File: src/rtl/irq_ctrl.sv
// irq_ctrl: memory-mapped prioritised interrupt controller for the core.
// Define IRQ_SYNC_EN to put a 2-flop synchronizer on every source line.
module irq_ctrl #(
  parameter int unsigned NUM_IRQ   = 8,
  parameter logic [31:0] BASE_ADDR = 32'h8000_0300
) (
  input  logic               clk,
  input  logic               rst,
  input  logic [NUM_IRQ-1:0] irq_src_i,
  input  logic [31:0]        irq_r_addr_i,
  input  logic [31:0]        irq_w_addr_i,
  input  logic [31:0]        irq_data_i,
  input  logic               irq_r_enable_i,
  input  logic               irq_w_enable_i,
  output logic [31:0]        irq_data_o,
  output logic [NUM_IRQ-1:0] irq_req_o,
  input  logic               irq_response_i
);

  localparam logic [1:0] ST_IDLE = 2'd0;
  localparam logic [1:0] ST_REQ  = 2'd1;
  localparam logic [1:0] ST_SVC  = 2'd2;

  logic [NUM_IRQ-1:0] src_s;
  logic [NUM_IRQ-1:0] src_d;
  logic [NUM_IRQ-1:0] pend_q;
  logic [NUM_IRQ-1:0] en_q;
  logic [NUM_IRQ-1:0] edge_q;
  logic [NUM_IRQ-1:0] req_q;
  logic [1:0]         state_q;
  logic [4:0]         id_q;
  logic [31:0]        rdata_q;

`ifdef IRQ_SYNC_EN
  logic [NUM_IRQ-1:0] sync1_q;
  logic [NUM_IRQ-1:0] sync2_q;

  always_ff @(posedge clk or posedge rst) begin
    if (rst) begin
      sync1_q <= '0;
      sync2_q <= '0;
    end else begin
      sync1_q <= irq_src_i;
      sync2_q <= sync1_q;
    end
  end

  assign src_s = sync2_q;
`else
  assign src_s = irq_src_i;
`endif

  logic [31:0] r_off;
  logic [31:0] w_off;
  logic        r_hit;
  logic        w_hit;
  logic [2:0]  r_sel;
  logic [2:0]  w_sel;

  assign r_off = irq_r_addr_i - BASE_ADDR;
  assign w_off = irq_w_addr_i - BASE_ADDR;
  assign r_hit = r_off < 32'h14;
  assign w_hit = irq_w_enable_i && (w_off < 32'h14);
  assign r_sel = r_off[4:2];
  assign w_sel = w_off[4:2];

  logic wr_pend;
  logic wr_en;
  logic wr_edge;
  logic wr_eoi;

  assign wr_pend = w_hit && (w_sel == 3'd0);
  assign wr_en   = w_hit && (w_sel == 3'd1);
  assign wr_edge = w_hit && (w_sel == 3'd2);
  assign wr_eoi  = w_hit && (w_sel == 3'd4);

  logic               ack;
  logic [NUM_IRQ-1:0] wdata;
  logic [NUM_IRQ-1:0] id_oh;
  logic [NUM_IRQ-1:0] cand;
  logic [NUM_IRQ-1:0] rise;
  logic [NUM_IRQ-1:0] clr;
  logic [NUM_IRQ-1:0] pend_nxt;

  assign ack   = (state_q == ST_REQ) && irq_response_i;
  assign wdata = irq_data_i[NUM_IRQ-1:0];
  assign id_oh = NUM_IRQ'(1) << id_q;
  assign cand  = pend_q & en_q;
  assign rise  = src_s & ~src_d;
  assign clr   = (wr_pend ? wdata : '0)
               | (ack ? id_oh : '0);

  // Edge bits: a new rise beats any clear in the same cycle.
  assign pend_nxt = (edge_q & (rise | (pend_q & ~clr)))
                  | (~edge_q & src_s);

  logic [4:0] win_id;

  always_comb begin
    win_id = '0;
    for (int i = NUM_IRQ - 1; i >= 0; i--) begin
      if (cand[i]) win_id = 5'(i);
    end
  end

  logic [31:0] rd_mux;

  always_comb begin
    rd_mux = '0;
    if (r_hit) begin
      unique case (1'b1)
        r_sel == 3'd0: rd_mux[NUM_IRQ-1:0] = pend_q;
        r_sel == 3'd1: rd_mux[NUM_IRQ-1:0] = en_q;
        r_sel == 3'd2: rd_mux[NUM_IRQ-1:0] = edge_q;
        r_sel == 3'd3: rd_mux[9:0] = {
          state_q == ST_SVC,
          state_q == ST_REQ,
          3'b000,
          id_q
        };
        default: rd_mux = '0;
      endcase
    end
  end

  always_ff @(posedge clk or posedge rst) begin
    if (rst) begin
      src_d   <= '0;
      pend_q  <= '0;
      en_q    <= '0;
      edge_q  <= '0;
      req_q   <= '0;
      state_q <= ST_IDLE;
      id_q    <= '0;
      rdata_q <= '0;
    end else begin
      src_d   <= src_s;
      pend_q  <= pend_nxt;
      rdata_q <= irq_r_enable_i ? rd_mux : '0;
      if (wr_en) en_q <= wdata;
      if (wr_edge) edge_q <= wdata;
      unique case (state_q)
        ST_IDLE: begin
          if (|cand) begin
            id_q    <= win_id;
            req_q   <= NUM_IRQ'(1) << win_id;
            state_q <= ST_REQ;
          end
        end
        ST_REQ: begin
          if (irq_response_i) begin
            req_q   <= '0;
            state_q <= ST_SVC;
          end
        end
        ST_SVC: begin
          if (wr_eoi) begin
            id_q    <= '0;
            state_q <= ST_IDLE;
          end
        end
        default: begin
          req_q   <= '0;
          state_q <= ST_IDLE;
        end
      endcase
    end
  end

  assign irq_data_o = rdata_q;
  assign irq_req_o  = req_q;

  logic unused_bits;
  assign unused_bits = ^{irq_data_i, r_off[1:0], w_off[1:0]};

endmodule

File: config.mk
export PLATFORM = sky130hd
export DESIGN_NAME = irq_ctrl
export DESIGN_NICKNAME = d
export VERILOG_FILES = /design/src/rtl/irq_ctrl.sv
export SDC_FILE = /design/constraint.sdc
export NUM_CORES = 1
export LEC_CHECK = 0
export ABC_CLOCK_PERIOD_IN_PS = 3660
export CORE_MARGIN = 10
export CORE_UTILIZATION = 40
export CTS_CLUSTER_SIZE = 20
export DETAILED_ROUTE_END_ITERATION = 16
export PLACE_DENSITY = 0.83
export SYNTH_ARGS = -nofsm -noshare
export SYNTH_HDL_FRONTEND = slang
export SYNTH_SLANG_ARGS = --single-unit
File: constraint.sdc
create_clock -name clk -period 3.66 [get_ports clk]
set_input_delay 0.732 -clock clk [delete_from_list [all_inputs] [get_ports clk]]
set_output_delay 0.732 -clock clk [all_outputs]
set_load 0.02 [all_outputs]
==> flow_metrics.env, run 1 <==
export IMPL_syn_avg_cell_area_um2=10.3
export IMPL_crit_path_start="irq_w_addr_i[16]"
export IMPL_hold_ws_ns=0.494
export IMPL_p_leak_nw=1.70
export IMPL_drtIter0Drc=163
export IMPL_antenna_cells=0
export IMPL_hp_class="reg2reg"
export IMPL_power_density_mw_per_mm2=290
export IMPL_grt_max_degree=56
export IMPL_ys_warn_count=0
export IMPL_start_util=0.410
export IMPL_drc=0
export IMPL_netlist_instances=286
export IMPL_ys_seq_area_frac=0.466
export IMPL_status="completed"
export IMPL_grt_first_pass_wirelength_um=13300
export IMPL_worst_slew_pin_slew_ns=1.11
export IMPL_port_buffers=98
export IMPL_r2r_end="irq_req_o[0]"
export IMPL_detailroute_via_count=2551
export IMPL_cts_htree_levels=2
export IMPL_synth_area_mm2=0.00296
export IMPL_p_int_mw=0.917
export IMPL_worstSkewPairLatency_ns=0.32
export IMPL_reg2reg_from="state_q[1]"
export IMPL_synth_mux_area_frac=0.104
export IMPL_via_per_inst=5.20
export IMPL_clkSlewWorstSetupHoldPaths_ns=0.09
export IMPL_grt_pass1_vias=2673
export IMPL_pwr_share_clk=0.333
export IMPL_clock_skew_ns=0.0107
export IMPL_cp_endpoint="id_q[1]"
export IMPL_fin_nets=500
export IMPL_swShare=0.232
export IMPL_final_cell_mix="clkdlybuf4s50_1, dfrtp_1, nand2_1, conb_1, nor2_1"
export IMPL_pin_count=149
export IMPL_max_freq_mhz=303
export IMPL_cts_resized=0
export IMPL_core_area_mm2=0.00721
export IMPL_tritoncts="built"
export IMPL_final_common_cell="clkdlybuf4s50_1"
export IMPL_totalNegativeSetupSlack_ns=0
export IMPL_end_kind="register"
export IMPL_cp_data_required_time_ns=3.82
export IMPL_syn_to_final_growth_pct=39.2
export IMPL_cp_max_fo=10
export IMPL_critPathLaunchType="primary input"
export IMPL_antenna_found_initial=0
export IMPL_relSlewSlack=0.261
export IMPL_setup_viol=0
export IMPL_cp_arrival_ns=3.46
export IMPL_rsz0062_at_grt="false"
export IMPL_drv_slew=0
export IMPL_drv_cap=0
export IMPL_rows=31
export IMPL_fillCellCount=652
export IMPL_cts_buffers=5
export IMPL_drt_antenna_violating_nets=0
export IMPL_ys_async_sr_fraction=1.00
export IMPL_cts_hold_buffers=0
export IMPL_gr_total_overflow=0
export IMPL_postCtsSetupRepairBufs=0
export IMPL_synth_compound_area_share=0.119
export IMPL_rr_worst_depth=5
export IMPL_die_h_um=106
export IMPL_synthSimpleGateAreaFrac=0.224
export IMPL_grt_usage=0.146
export IMPL_dieArea_mm2=0.0112
export IMPL_min_period_over_period=0.901
export IMPL_gp_congestion=0.846
export IMPL_ys_seq_elements=55
export IMPL_dp_hpwl_um=6690
export IMPL_path_class="in2reg"
export IMPL_wl_per_cell_um=16.8
export IMPL_clock_root_buffer="clkbuf_8"
export IMPL_die_width_um=106
export IMPL_period_needed_ns=3.30
export IMPL_firstDrtPassIters=5
export IMPL_layout_drive_gt1_share=0.110
export IMPL_ir_worst_vdd_mv=0.141
export IMPL_synth_cell_types=46
export IMPL_synth_xor_area_share=0.0148
export IMPL_clockBufferDepth=2
export IMPL_hold_viol=0
export IMPL_p_switching_mw=0.277
export IMPL_ys_flop_type="dfrtp_1"
export IMPL_synth_adder_area_share=0
export IMPL_combPwrFrac=0.146
export IMPL_synth_edf_count=0
export IMPL_r2r_slack_ns=1.76
export IMPL_cts_sinks=55
export IMPL_p_seq_frac=0.521
export IMPL_wl_um=8270
export IMPL_synth_top_family_by_area="simple AND/OR/NAND/NOR gates"
-- synthesized netlist by cell type, drive strengths merged, types with 6 or more instances --
master / number / share of area
a21oi: 9 / 0.015
nor2b: 6 / 0.013
o211ai: 7 / 0.018
nand3: 7 / 0.012
nor2: 20 / 0.025
inv: 6 / 0.0076
dfrtp: 55 / 0.47
mux2i: 6 / 0.020
nor4b: 13 / 0.049
nand2: 34 / 0.043
buf: 23 / 0.058
mux2: 16 / 0.061
o21ai: 16 / 0.027
nor4: 6 / 0.013
nand2b: 6 / 0.013
-- per-stage QoR --
step	utilization	power (mW)	area, um2	cells	worst slack [ns]
4_1_cts	0.570	1.20	4120	491	0.357
3_5_place_dp	0.555	0.807	4000	483	0.0288
6_report	0.570	1.19	4120	491	0.364
2_1_floorplan	-	0.714	3030	307	0.610
5_1_grt	0.570	1.24	4120	491	0.149
3_3_place_gp	0.555	0.802	4000	483	0.154
-- worst min path at each step --
stage                             from           end  slack (ns)  cells after the start
after floorplan             state_q[1]    state_q[0]        0.50                      1
after global placement    irq_req_o[7]  irq_req_o[7]        0.46                      2
after detailed placement  irq_req_o[3]  irq_req_o[3]        0.48                      2
after CTS                 irq_req_o[3]  irq_req_o[3]        0.50                      2
after global routing      irq_req_o[2]  irq_req_o[2]        0.54                      2
final                     irq_req_o[7]  irq_req_o[7]        0.49                      2
-- per-layer routing --
layer / GRT usage / vias to the layer above / routed length (um)
met3: 0.0417 / 21 / 574
met4: 0.0706 / 0 / 215
li1: - / 1216 / -
met1: 0.162 / 1199 / 3170
met5: 0 / - / 0
met2: 0.250 / 115 / 4310
-- flip-flops by register name, summed over array words and instances, names as in the netlist --
register / count
src_d: 8
pend_q: 8
en_q: 8
irq_req_o: 8
irq_data_o: 10
edge_q: 8
state_q: 2
id_q: 3
-- power by group through the flow --
stage / registers [mW] / clock network (mW) / logic (mW)
2_1_floorplan: 0.633 / 0 / 0.0817
3_3_place_gp: 0.634 / 0 / 0.168
3_5_place_dp: 0.634 / 0 / 0.173
4_1_cts: 0.622 / 0.407 / 0.173
5_1_grt: 0.624 / 0.433 / 0.188
6_report: 0.623 / 0.398 / 0.174
-- worst max-delay path: stages --
cell,delay (ns)
clkdlybuf4s50_1,0.42
or4_4,0.55
nand4b_1,0.22
nor4_1,0.37
o2111ai_2,0.25
buf_4,0.25
o41ai_1,0.47
o32ai_1,0.19
-- logic make-up (layout without fill, tap and decap cells) --
family / count (synthesis) / count (layout)
AO/OA/AOI/OAI: 51 / 51
other: 1 / 22
flip-flops: 55 / 55
multiplexers: 25 / 25
AND/OR/NAND/NOR: 115 / 115
XOR/XNOR: 5 / 5
buffers and inverters: 34 / 119
-- final cells by class --
class / instances / area [um2] / area share
clock buffers: 5 / 68.8 / 0.0167
flip-flops and latches: 55 / 1380 / 0.334
multi-input cells: 218 / 1450 / 0.351
inverters: 6 / 22.5 / 0.00547
repair buffers: 105 / 1030 / 0.251
well taps: 99 / 124 / 0.0301
clock inverters: 3 / 43.8 / 0.0106
No activity file was read; power rests on OpenSTA's default activity.
==> run 2: changes to the inputs <==
--- a/config.mk
+++ b/config.mk
@@ -10,6 +10,7 @@
 export CORE_UTILIZATION = 40
 export CTS_CLUSTER_SIZE = 20
 export DETAILED_ROUTE_END_ITERATION = 16
+export GPL_TIMING_DRIVEN = 0
 export PLACE_DENSITY = 0.83
 export SYNTH_ARGS = -nofsm -noshare
 export SYNTH_HDL_FRONTEND = slang
==> flow_metrics.env, run 2 (synthesis results as in run 1) <==
export IMPL_dp_hpwl_um=6790
export IMPL_cts_sinks=55
export IMPL_clock_root_buffer="clkbuf_8"
export IMPL_cp_endpoint="edge_q[3]"
export IMPL_end_kind="register"
export IMPL_hold_ws_ns=0.493
export IMPL_drc=0
export IMPL_die_width_um=106
export IMPL_period_needed_ns=3.50
export IMPL_grt_pass1_vias=2712
export IMPL_cts_htree_levels=2
export IMPL_crit_path_start="irq_w_addr_i[3]"
export IMPL_path_class="in2reg"
export IMPL_port_buffers=96
export IMPL_final_common_cell="clkdlybuf4s50_1"
export IMPL_max_freq_mhz=285
export IMPL_largest_reg_flops=10
export IMPL_gr_total_overflow=0
export IMPL_drv_slew=0
export IMPL_fin_nets=520
export IMPL_wl_um=8270
export IMPL_grt_usage=0.146
export IMPL_swShare=0.232
export IMPL_clock_skew_ns=0.0162
export IMPL_r2r_slack_ns=1.79
export IMPL_power_mw=1.21
export IMPL_setup_viol=0
export IMPL_cp_data_required_time_ns=3.86
export IMPL_layout_drive_gt1_share=0.148
export IMPL_tritoncts="built"
export IMPL_core_area_mm2=0.00721
export IMPL_p_leak_nw=1.80
export IMPL_drv_cap=0
export IMPL_rows=31
export IMPL_drt_antenna_violating_nets=0
export IMPL_pwr_share_clk=0.330
export IMPL_worst_slew_pin_slew_ns=0.706
export IMPL_min_period_over_period=0.957
export IMPL_rr_worst_depth=6
export IMPL_drtIter0Drc=138
export IMPL_ir_worst_vdd_mv=0.159
export IMPL_clkSlewWorstSetupHoldPaths_ns=0.10
export IMPL_rsz0062_at_grt="false"
export IMPL_critPathLaunchType="primary input"
export IMPL_antenna_found_initial=0
export IMPL_power_density_mw_per_mm2=285
export IMPL_pin_count=149
export IMPL_hp_class="reg2reg"
export IMPL_p_switching_mw=0.281
export IMPL_gp_congestion=0.861
export IMPL_relSlewSlack=0.527
export IMPL_cts_hold_buffers=0
export IMPL_worstSkewPairLatency_ns=0.31
export IMPL_clockBufferDepth=2
export IMPL_antenna_cells=0
export IMPL_p_seq_frac=0.513
export IMPL_status="completed"
export IMPL_firstDrtPassIters=4
export IMPL_cp_max_fo=9
export IMPL_cts_buffers=5
export IMPL_wl_per_cell_um=16.2
export IMPL_via_per_inst=5.12
export IMPL_detailroute_via_count=2617
export IMPL_totalNegativeSetupSlack_ns=0
export IMPL_final_cell_mix="clkdlybuf4s50_1, dfrtp_1, nand2_1, buf_4, conb_1"
export IMPL_reg2reg_from="state_q[1]"
export IMPL_cp_arrival_ns=3.70
export IMPL_r2r_end="irq_req_o[3]"
export IMPL_grt_max_degree=29
export IMPL_grt_first_pass_wirelength_um=13500
export IMPL_fillCellCount=634
export IMPL_combPwrFrac=0.157
export IMPL_hold_viol=0
export IMPL_syn_to_final_growth_pct=44.1
export IMPL_start_util=0.410
export IMPL_dieArea_mm2=0.0112
export IMPL_die_h_um=106
export IMPL_p_int_mw=0.932
-- run 2: cell count changes in the layout (fill, tap and decap cells not counted), sizes merged --
cell and delta:
clkbuf +5, buf +17, clkdlybuf4s50 -2
-- run 2: cell type report --
class                   count  area, um2  share of cell area
multi-input cells         218       1450               0.341
flip-flops and latches     55       1380               0.323
repair buffers             97        981               0.230
plain buffers              28        189              0.0444
well taps                  99        124              0.0291
clock buffers               5       68.8              0.0162
clock inverters             3       43.8              0.0103
inverters                   6       22.5             0.00529
-- run 2: per-stage QoR --
step | utilization | instance area, um2 | cells | setup slack (ns)
floorplan | - | 3030 | 307 | 0.610
global placement | 0.571 | 4120 | 502 | -0.0718
detailed placement | 0.574 | 4140 | 503 | -0.168
CTS | 0.589 | 4250 | 511 | 0.159
global route | 0.590 | 4260 | 511 | 0.0264
finish | 0.590 | 4260 | 511 | 0.157
-- run 2: how the worst min path moves through the flow --
stage | startpoint | endpoint | slack [ns] | cells after the start
4_1_cts | irq_req_o[7] | irq_req_o[7] | 0.50 | 2
2_1_floorplan | state_q[1] | state_q[0] | 0.50 | 1
3_5_place_dp | irq_req_o[7] | irq_req_o[7] | 0.48 | 2
5_1_grt | irq_req_o[3] | irq_req_o[3] | 0.52 | 2
6_report | irq_req_o[7] | irq_req_o[7] | 0.49 | 2
3_3_place_gp | irq_req_o[6] | irq_req_o[6] | 0.47 | 2
-- run 2: layer usage --
metal	wire, um	global-route usage
met1	3110	0.164
met2	4410	0.254
met3	552	0.0435
met4	191	0.0542
met5	0	0
-- run 2: timing repair --
item / 4_1_cts / 5_1_grt
gates resized for setup: 0 / 1
buffers inserted: 0 / 0
endpoints found under the setup margin: 0 / 1
-- run 2: power groups by stage --
stage	Sequential (mW)	Clock, mW	Combinational, mW
5_1_grt	0.624	0.435	0.207
3_3_place_gp	0.634	0	0.182
2_1_floorplan	0.633	0	0.0817
4_1_cts	0.622	0.406	0.190
3_5_place_dp	0.634	0	0.189
6_report	0.622	0.400	0.191
-- run 2: critical path, cell delays in order --
cell and delay, ns:
clkdlybuf4s50_1 0.50, or2_2 0.32, buf_2 0.19, a2111o_1 0.42
nor3_1 0.22, o2111ai_2 0.24, nor4b_4 0.67, mux2_2 0.41
